`src/rtl/mac_acc_if.sv`:
```
// mac_acc_if: beat input bus and group result bus of the N-lane MAC accumulator.
// Latency: none, wires only.
// Backpressure: none; the producer may present a beat every cycle.
interface mac_acc_if #(
    parameter int WI = 8,
    parameter int N  = 16,
    parameter int WA = 32
);
    logic                 vld_i;
    logic                 first_i;
    logic                 last_i;
    logic [N*WI-1:0]      win;
    logic [N*WI-1:0]      din;
    logic signed [WA-1:0] acc_o;
    logic                 vld_o;
    logic                 sat_o;
    logic                 open_o;

    // Operand fetch side: drives beats, observes results.
    modport master (
        output vld_i, first_i, last_i, win, din,
        input  acc_o, vld_o, sat_o, open_o
    );

    // MAC side: consumes beats, produces group results.
    modport slave (
        input  vld_i, first_i, last_i, win, din,
        output acc_o, vld_o, sat_o, open_o
    );
endinterface

```
`src/rtl/mac_acc.sv`:
```
// mac_acc: N-lane signed MAC, pipelined adder tree, saturating multi-beat group accumulator.
// Latency: beat sampled at edge k with last -> vld_o high after edge k+$clog2(N)+2.
// Backpressure: none, one beat per cycle; optional ReLU on reported result via MAC_ACC_RELU_EN.
module mac_acc #(
    parameter int WI    = 8,
    parameter int N     = 16,
    parameter int WMODE = 0,
    parameter int WA    = 32
) (
    input logic     clk,
    input logic     rstn,
    mac_acc_if.slave bus
);
    localparam int WN  = $clog2(N);
    localparam int PW  = 2*WI + 2;    // per-lane product width
    localparam int SW  = PW + WN;     // tree sum width
    localparam int EXT = WA + 1 - SW; // sign bits added to reach the WA+1 adder

    if (WA < SW) begin : g_bad_wa
        $error("mac_acc: WA must be at least 2*WI+2+$clog2(N)");
    end
    if ((N < 2) || ((1 << WN) != N)) begin : g_bad_n
        $error("mac_acc: N must be a power of two and at least 2");
    end

    localparam logic signed [WA-1:0] ACC_MAX = {1'b0, {(WA-1){1'b1}}};
    localparam logic signed [WA-1:0] ACC_MIN = {1'b1, {(WA-1){1'b0}}};

    // Weight decode: odd-weight form stores w and means 2*w+1.
    function automatic logic signed [WI:0] enc_w(input logic [WI-1:0] w);
        if (WMODE == 0) return {w, 1'b1};
        else            return {w[WI-1], w};
    endfunction

    // ------------------------------------------------------------------
    // Stage 0: operand registers, loaded every cycle regardless of vld_i
    // ------------------------------------------------------------------
    logic signed [WI:0] w_r [N];
    logic signed [WI:0] a_r [N];

    // Capture decoded weights and zero-extended activations.
    always_ff @(posedge clk or negedge rstn) begin
        if (!rstn) begin
            for (int i = 0; i < N; i++) begin
                w_r[i] <= '0;
                a_r[i] <= '0;
            end
        end else begin
            for (int i = 0; i < N; i++) begin
                w_r[i] <= enc_w(bus.win[i*WI +: WI]);
                a_r[i] <= {1'b0, bus.din[i*WI +: WI]};
            end
        end
    end

    // ------------------------------------------------------------------
    // Multiply and adder tree, laid out as a binary heap: node 0 is the
    // root, node i has children 2i+1 and 2i+2, leaves follow node N-2.
    // All nodes are carried at full tree width; the extra top bits of the
    // shallower levels are just sign copies.
    // ------------------------------------------------------------------
    logic signed [SW-1:0] leaf   [N];
    logic signed [SW-1:0] node_d [N-1];
    logic signed [SW-1:0] node_q [N-1];

    for (genvar i = 0; i < N; i++) begin : g_lane
        logic signed [PW-1:0] prod;
        assign prod    = PW'(w_r[i]) * PW'(a_r[i]);
        assign leaf[i] = {{WN{prod[PW-1]}}, prod};
    end

    for (genvar i = 0; i < N-1; i++) begin : g_node
        if (2*i + 1 >= N - 1) begin : g_from_leaf
            assign node_d[i] = leaf[2*i+1-(N-1)] + leaf[2*i+2-(N-1)];
        end else begin : g_from_node
            assign node_d[i] = node_q[2*i+1] + node_q[2*i+2];
        end
    end

    // Register every tree level; one level of additions per cycle.
    always_ff @(posedge clk or negedge rstn) begin
        if (!rstn) begin
            for (int i = 0; i < N-1; i++) node_q[i] <= '0;
        end else begin
            node_q <= node_d;
        end
    end

    // ------------------------------------------------------------------
    // Sideband delay line: bit WN lines up with the tree root.
    // ------------------------------------------------------------------
    logic [WN:0] sb_vld, sb_first, sb_last;

    // Shift vld/first/last alongside the operands; framing is gated by vld_i.
    always_ff @(posedge clk or negedge rstn) begin
        if (!rstn) begin
            sb_vld   <= '0;
            sb_first <= '0;
            sb_last  <= '0;
        end else begin
            sb_vld   <= {sb_vld[WN-1:0],   bus.vld_i};
            sb_first <= {sb_first[WN-1:0], bus.vld_i & bus.first_i};
            sb_last  <= {sb_last[WN-1:0],  bus.vld_i & bus.last_i};
        end
    end

    // ------------------------------------------------------------------
    // Accumulator stage
    // ------------------------------------------------------------------
    logic                 beat_vld, beat_first, beat_last;
    logic signed [WA-1:0] acc_q;
    logic                 sat_q;
    logic                 open_q;
    logic signed [WA:0]   acc_base, sum_x, acc_nxt;
    logic                 ovf;
    logic signed [WA-1:0] acc_clamp;
    logic                 sat_nxt;

    assign beat_vld   = sb_vld[WN];
    assign beat_first = sb_first[WN];
    assign beat_last  = sb_last[WN];

    // One extra bit of headroom: acc and sum both fit in WA bits, so the
    // WA+1-bit sum cannot wrap and the top two bits disagree only on overflow.
    assign acc_base  = beat_first ? '0 : {acc_q[WA-1], acc_q};
    assign sum_x     = {{EXT{node_q[0][SW-1]}}, node_q[0]};
    assign acc_nxt   = acc_base + sum_x;
    assign ovf       = acc_nxt[WA] ^ acc_nxt[WA-1];
    assign acc_clamp = ovf ? (acc_nxt[WA] ? ACC_MIN : ACC_MAX) : acc_nxt[WA-1:0];
    assign sat_nxt   = (beat_first ? 1'b0 : sat_q) | ovf;

    logic                 rpt_vld;
    logic signed [WA-1:0] rpt_acc;
    logic                 rpt_sat;

    // Accumulate valid beats; on last, hand the result to the output stage and clear.
    always_ff @(posedge clk or negedge rstn) begin
        if (!rstn) begin
            acc_q   <= '0;
            sat_q   <= 1'b0;
            open_q  <= 1'b0;
            rpt_vld <= 1'b0;
            rpt_acc <= '0;
            rpt_sat <= 1'b0;
        end else begin
            rpt_vld <= 1'b0;
            if (beat_vld) begin
                if (beat_last) begin
                    acc_q   <= '0;
                    sat_q   <= 1'b0;
                    open_q  <= 1'b0;
                    rpt_vld <= 1'b1;
                    rpt_acc <= acc_clamp;
                    rpt_sat <= sat_nxt;
                end else begin
                    acc_q   <= acc_clamp;
                    sat_q   <= sat_nxt;
                    open_q  <= 1'b1;
                end
            end
        end
    end

    // ------------------------------------------------------------------
    // Output stage
    // ------------------------------------------------------------------
    logic signed [WA-1:0] rpt_out;
`ifdef MAC_ACC_RELU_EN
    assign rpt_out = rpt_acc[WA-1] ? '0 : rpt_acc;
`else
    assign rpt_out = rpt_acc;
`endif

    logic signed [WA-1:0] acc_o_q;
    logic                 vld_o_q;
    logic                 sat_o_q;

    // Pulse vld_o for one cycle; acc_o/sat_o hold until the next report.
    always_ff @(posedge clk or negedge rstn) begin
        if (!rstn) begin
            acc_o_q <= '0;
            vld_o_q <= 1'b0;
            sat_o_q <= 1'b0;
        end else begin
            vld_o_q <= rpt_vld;
            if (rpt_vld) begin
                acc_o_q <= rpt_out;
                sat_o_q <= rpt_sat;
            end
        end
    end

    assign bus.acc_o  = acc_o_q;
    assign bus.vld_o  = vld_o_q;
    assign bus.sat_o  = sat_o_q;
    assign bus.open_o = open_q;

endmodule

```
`src/flat_wrapper.sv`:
```
// flat-port wrapper written by rule: the top's interface ports become plain ports
module mac_acc_flat 
#(
    parameter int WI    = 8,
    parameter int N     = 16,
    parameter int WMODE = 0,
    parameter int WA    = 32
)
  (clk, rstn, bus_vld_i, bus_first_i, bus_last_i, bus_win, bus_din, bus_acc_o, bus_vld_o, bus_sat_o, bus_open_o);
  mac_acc_if #(.WI(WI), .N(N), .WA(WA)) bus_i ();
  input logic clk;
  input logic rstn;
  input wire logic [$bits(bus_i.vld_i)-1:0] bus_vld_i;
  input wire logic [$bits(bus_i.first_i)-1:0] bus_first_i;
  input wire logic [$bits(bus_i.last_i)-1:0] bus_last_i;
  input wire logic [$bits(bus_i.win)-1:0] bus_win;
  input wire logic [$bits(bus_i.din)-1:0] bus_din;
  output wire logic [$bits(bus_i.acc_o)-1:0] bus_acc_o;
  output wire logic [$bits(bus_i.vld_o)-1:0] bus_vld_o;
  output wire logic [$bits(bus_i.sat_o)-1:0] bus_sat_o;
  output wire logic [$bits(bus_i.open_o)-1:0] bus_open_o;
  assign bus_i.vld_i = bus_vld_i;
  assign bus_i.first_i = bus_first_i;
  assign bus_i.last_i = bus_last_i;
  assign bus_i.win = bus_win;
  assign bus_i.din = bus_din;
  assign bus_acc_o = bus_i.acc_o;
  assign bus_vld_o = bus_i.vld_o;
  assign bus_sat_o = bus_i.sat_o;
  assign bus_open_o = bus_i.open_o;
  mac_acc #(.WI(WI), .N(N), .WMODE(WMODE), .WA(WA)) u_core (.clk(clk), .rstn(rstn), .bus(bus_i));
endmodule
```
`config.mk`:
```
export PLATFORM = sky130hd
export DESIGN_NAME = mac_acc_flat
export DESIGN_NICKNAME = d
export VERILOG_FILES = /design/src/rtl/mac_acc_if.sv /design/src/rtl/mac_acc.sv /design/src/flat_wrapper.sv
export SDC_FILE = /design/constraint.sdc
export NUM_CORES = 2
export LEC_CHECK = 0
export CAP_MARGIN = 10
export CORE_MARGIN = 5
export CORE_UTILIZATION = 65
export CTS_BUF_LIST = sky130_fd_sc_hd__clkbuf_8
export CTS_CLUSTER_SIZE = 24
export DETAILED_ROUTE_END_ITERATION = 7
export GPL_TIMING_DRIVEN = 0
export HOLD_SLACK_MARGIN = 0.15
export PLACE_DENSITY_LB_ADDON = 0.15
export SETUP_SLACK_MARGIN = 0.3
export SLEW_MARGIN = 10
export SYNTH_ARGS = -nofsm -noshare
export SYNTH_HDL_FRONTEND = slang
export SYNTH_SLANG_ARGS = --single-unit
export TNS_END_PERCENT = 20
```
`constraint.sdc`:
```
create_clock -name clk -period 15.8 [get_ports clk]
set_input_delay 3.16 -clock clk [delete_from_list [all_inputs] [get_ports clk]]
set_output_delay 3.16 -clock clk [all_outputs]
set_load 0.02 [all_outputs]
```
=== Yosys cells after proc, flatten, opt, wreduce, memory -nomap -nowiden ===
Cells that the tools add are included.

* Add/sub/neg operators: 16
* Multipliers: 16
* Multiplexer cells: 9
* Bitwise gates (word level): 4
* Reductions and logical operators: 1

{| class="wikitable"
|+ Operators with widths
! kind !! count
|-
| multiplier 9 x 9 -> 18 bit || 16
|-
| adder 22 bit || 7
|-
| adder 18 x 18 -> 19 bit || 8
|-
| 2-to-1 mux 32 bit || 3
|-
| adder 33 x 22 -> 33 bit || 1
|-
| 2-to-1 mux 33 bit || 1
|-
| 2-to-1 mux 1 bit || 5
|-
| bitwise AND 1 bit || 2
|-
| AND reduction 2 bit || 1
|-
| bitwise OR 1 bit || 1
|-
| bitwise XOR 1 bit || 1
|}

* Flip-flop bits (word level): 719

=== Depth between registers and ports, before layout ===
* Depth after elaboration: 5
* Mapped depth: 23
* Gate-level depth less buffers: 21

=== Least setup slack after synthesis ===
OpenSTA, ideal clock, no wires.

* Path type: reg2reg
* Start point: register u_core.a_r[90] in the netlist's numbering
* End point: register u_core.node_q[130] in the netlist's numbering
* Library setup time: 0.080 ns
* Arrival: 5.559 ns
* Required time: 15.720 ns
* Setup slack: 10.161 ns
* Stages on the path, launching flop included: 21
* Buffers on the path: 1
* Cells stage by stage: dfrtp_1 > clkbuf_1 > nand2_1 > fa_1 > inv_1 > fa_1 > fa_1 > fa_1 > fa_1 > inv_1 > fa_1 > inv_1 > ha_1 > a21o_1 > a21o_1 > a21oi_1 > o21ai_0 > a2111oi_0 > o21bai_1 > a21oi_1 > xnor2_1

{| class="wikitable"
|+ RTL lines
! what !! RTL line !! RTL
|-
| from (decl) || mac_acc.sv:39 || <nowiki>logic signed [WI:0] a_r [N];</nowiki>
|-
| from (signal, indexed assignment) || mac_acc.sv:51 || <nowiki>a_r[i] <= {1'b0, bus.din[i*WI +: WI]};</nowiki>
|-
| to (signal assigned) || mac_acc.sv:85 || <nowiki>node_q <= node_d;</nowiki>
|-
| to (decl) || mac_acc.sv:64 || <nowiki>logic signed [SW-1:0] node_q [N-1];</nowiki>
|}

==> insert_results.sql <==
INSERT INTO impl_metrics (metric_group, metric, value, unit) VALUES
('route', 'drt_iter0_drc', '2468', ''),
('job', 'max-cap-violations', '0', ''),
('floorplanning', 'die_boundary_height', '347', 'microns'),
('clock_network', 'number_of_hold_buffers_added_after_cts', '0', ''),
('route', 'post_drt_antenna_nets', '0', ''),
('synth', 'syn_nets', '9451', ''),
('clock_network', 'cts_resized', '0', ''),
('global_routing', 'grt_pass1_wl', '277', 'mm'),
('worst_setup_path', 'crit_path_start_kind', 'register', ''),
('clock_network', 'cts_tree', 'done', ''),
('route', 'routed_wire_length_per_instance', '17.6', 'microns'),
('route', 'detail_route.wirelength', '163', 'mm'),
('timing', 'count_of_pins_over_their_slew_limit', '0', ''),
('worst_setup_path', 'r2r_cells', '21', ''),
('place', 'port_buffers', '295', ''),
('global_routing', 'grt_usage', '0.284', ''),
('timing', 'final_hold_viol_count', '0', ''),
('floorplanning', 'die_width', '347', 'microns'),
('synth', 'ys.warnings.count', '0', ''),
('global_routing', 'grt.met1_usage', '0.376', ''),
('finish', 'fin_nets', '9866', ''),
('timing', 'setup_viol', '0', ''),
('timing', 'final_min_period_over_clock_period', '0.460', ''),
('global_routing', 'use_met3', '0.0468', ''),
('worst_setup_path', 'r2r_start', 'u_core.w_r[135]$_DFF_PN0_', ''),
('clock_network', 'cts.root.buffer_cell', 'clkbuf_8', ''),
('min_path', 'hold_path_class', 'reg -> reg', ''),
('clock_network', 'numClockSinks', '680', ''),
('finish', 'finalCoreUtilization', '0.724', ''),
('place', 'detailed_place_hpwl', '136', 'mm'),
('global_routing', 'grt_max_degree', '112', ''),
('synth', 'synth_enable_flop_cells', '0', ''),
('worst_setup_path', 'r2r_slack', '8530', 'ps'),
('timing', 'setup-tns-final', '0', 'ps'),
('synth', 'mean_cell_area_of_the_mapped_netlist', '10.2', 'sq um'),
('route', 'routed_via_density', '5.36', ''),
('route', 'drcViolationCount', '0', ''),
('timing', 'skew', '65.9', 'ps'),
('global_routing', 'grt_most_used_layer', 'met2', ''),
('global_routing', 'antenna_found_initial', '11', ''),
('finish', 'post-route-cell-area', '81500', 'sq um'),
('synth', 'synth_ff_type', 'dfrtp_1', ''),
('timing', 'fin_crit', '7270', 'ps'),
('worst_setup_path', 'worst-path-max-fanout', '10', ''),
('global_routing', 'grt_pass1_vias', '54636', ''),
('timing', 'fmax_achieved', '137', 'MHz'),
('clock_network', 'clock_tree.htree_level_count', '3', ''),
('worst_setup_path', 'reg2reg_to', 'u_core.node_q[149]$_DFF_PN0_', ''),
('synth', 'synthDistinctLibCells', '76', ''),
('worst_setup_path', 'timing.critical_path.from', 'u_core.w_r[135]$_DFF_PN0_', ''),
('clock_network', 'clk_latency', '870', 'ps'),
('place', 'postPlaceCellArea', '78900', 'sq um'),
('run_status', 'outcome', 'finished clean', ''),
('worst_setup_path', 'timing.critical_path.arrival', '7960', 'ps'),
('synth', 'synthesis.area', '73800', 'sq um'),
('floorplanning', 'pin_count', '296', ''),
('timing', 'rsz_0062_raised_after_global_routing', 'false', ''),
('worst_setup_path', 'critPathKind', 'reg -> reg', ''),
('worst_setup_path', 'endpoint_kind', 'register', ''),
('clock_network', 'cts_max_path_buffers', '3', ''),
('synth', 'synth-seq-area-share', '0.230', ''),
('floorplanning', 'fp.dieArea', '120000', 'sq um'),
('synth', 'post_synth_inst_count', '7251', ''),
('clock_network', 'cts_made_buffers', '112', ''),
('clock_network', 'cts_post_setup_buffers_inserted', '0', ''),
('timing', 'worst_slew_pin_slew', '1260', 'ps'),
('synth', 'async_flop_share', '1.00', ''),
('route', 'vias', '49700', ''),
('timing', 'max_slew_margin', '0.160', ''),
('worst_setup_path', 'worstPathRequired', '16480', 'ps'),
('finish', 'area_growth_syn_to_layout', '10.4', '%'),
('floorplanning', 'fp-row-count', '123', ''),
('synth', 'yosys_register_bits', '680', ''),
('clock_network', 'clk_transition_reported_paths', '60', 'ps'),
('global_routing', 'grt_remaining_overflow', '0', ''),
('floorplanning', 'floorplan.initialDensity', '0.656', ''),
('floorplanning', 'std_cell_core_area', '113000', 'sq um'),
('min_path', 'hold_start', 'u_core.sb_first[2]$_DFF_PN0_', ''),
('worst_setup_path', 'cp-endpoint', 'u_core.node_q[149]$_DFF_PN0_', ''),
('place', 'routability_congestion_estimate_from_global_placement', '0.920', ''),
('global_routing', 'groute.layer.met2.usage', '0.492', ''),
('finish', 'final_layout_size_suffix_gt1_frac', '0.0365', ''),
('route', 'dr.pass1.iters', '6', '');
## cell type report
cell class              instances  area (sq um)
diodes                          9          22.5
plain buffers                 126           503
clock buffers                 141          1940
clock inverters                64           731
fillers                      8215         31100
inverters                    1670          6270
multi-input cells            4775         50100
flip-flops and latches        680         17000
well taps                    1500          1880
repair buffers                301          3120
## cells in the final DEF, fill, tap and decap left out, types with 43 or more instances in the layout
master              n
and2_1            597
dfrtp_1           680
nand2_1           693
clkdlybuf4s50_1   294
xnor2_1           264
nand3_1            57
a21o_1             86
o21ai_0           115
a21oi_1           216
nor3_1             59
inv_1            1689
clkbuf_8          141
clkbuf_1          114
ha_1              723
nor2b_1            48
fa_1             1216
xor2_1             56
nor2_1            180
o21bai_1           43
## Yosys cell counts, types with 10 or more instances
cell type	number	area share
a211o_1	14	0.0017
nand2_1	693	0.035
a211oi_1	31	0.0032
xor2_1	56	0.0066
o21bai_1	43	0.0044
a21oi_1	216	0.015
dfrtp_1	680	0.23
nand2b_1	30	0.0025
clkbuf_1	120	0.0061
nor3_1	59	0.0040
o221ai_1	14	0.0017
inv_1	1670	0.085
nor2b_1	48	0.0041
fa_1	1216	0.33
o211ai_1	19	0.0019
o21ai_1	14	0.00095
nand3_1	57	0.0039
o21a_1	32	0.0033
xnor2_1	264	0.031
or2_2	10	0.00085
a31o_2	13	0.0015
nand4_1	11	0.00093
o21ai_0	115	0.0078
or3_1	17	0.0014
a31oi_1	22	0.0019
and3_1	40	0.0034
and2_1	597	0.051
ha_1	723	0.12
nor2_1	180	0.0091
o22a_1	10	0.0012
a21o_1	86	0.0087
mux2_2	35	0.0053
## through the flow
stage	worst slack, ps	cells	hold slack [ps]
finish	8530	9266	349
global route	8200	9259	354
CTS	8580	9257	351
detailed placement	8610	9052	335
global placement	-17570	9046	333
floorplan	10160	7251	331
## sequential cells by signal (all words and copies together) (netlist names)
register           flops
u_core.bus.acc_o      32
u_core.w_r           129
u_core.bus.open_o      1
u_core.sb_vld          5
u_core.a_r           128
u_core.sb_first        5
u_core.rpt_sat         1
u_core.rpt_vld         1
u_core.sb_last         5
u_core.rpt_acc        32
u_core.bus.vld_o       1
u_core.bus.sat_o       1
u_core.acc_q          32
u_core.node_q        306
u_core.sat_q           1
## routing by layer
| layer | vias to the layer above | share of wire |
|---|---|---|
| met5 | - | 0 |
| met4 | 0 | 0.031 |
| met3 | 311 | 0.054 |
| met2 | 1269 | 0.50 |
| met1 | 25166 | 0.41 |
| li1 | 22954 | - |
## worst min path at each step
stage,end,slack [ps],cells past startpoint
finish,u_core.sb_first[3]$_DFF_PN0_,350,0
global route,u_core.sb_vld[4]$_DFF_PN0_,350,0
CTS,u_core.sb_vld[4]$_DFF_PN0_,350,0
detailed placement,u_core.sb_first[1]$_DFF_PN0_,330,0
global placement,u_core.sb_vld[1]$_DFF_PN0_,330,0
floorplan,u_core.sb_first[1]$_DFF_PN0_,330,0
## worst max-delay path, stage by stage (launching register included)
cell and delay, ps:
dfrtp_1 340, clkbuf_1 920, clkbuf_2 770, nand2_1 140
fa_1 520, inv_1 50, ha_1 200, ha_1 170
inv_1 70, fa_1 430, fa_1 500, fa_1 490
inv_1 40, ha_1 310, a21oi_1 250, nor2b_1 80
o21a_1 190, o41ai_1 710, o21a_1 220, o21ai_0 130
o41ai_1 320, xnor2_1 260
## cell families after synthesis
logic type / share of synthesized area
XOR/XNOR: 0.0382
AND/OR/NAND/NOR: 0.119
buffers and inverters: 0.0916
AO/OA/AOI/OAI: 0.0630
other: 0.0000508
flip-flops: 0.230
multiplexers: 0.00607
adder cells (fa/ha/maj): 0.452
Power is not shown: default switching activity piles up to over one toggle a cycle in this logic, so the estimate is an artifact.
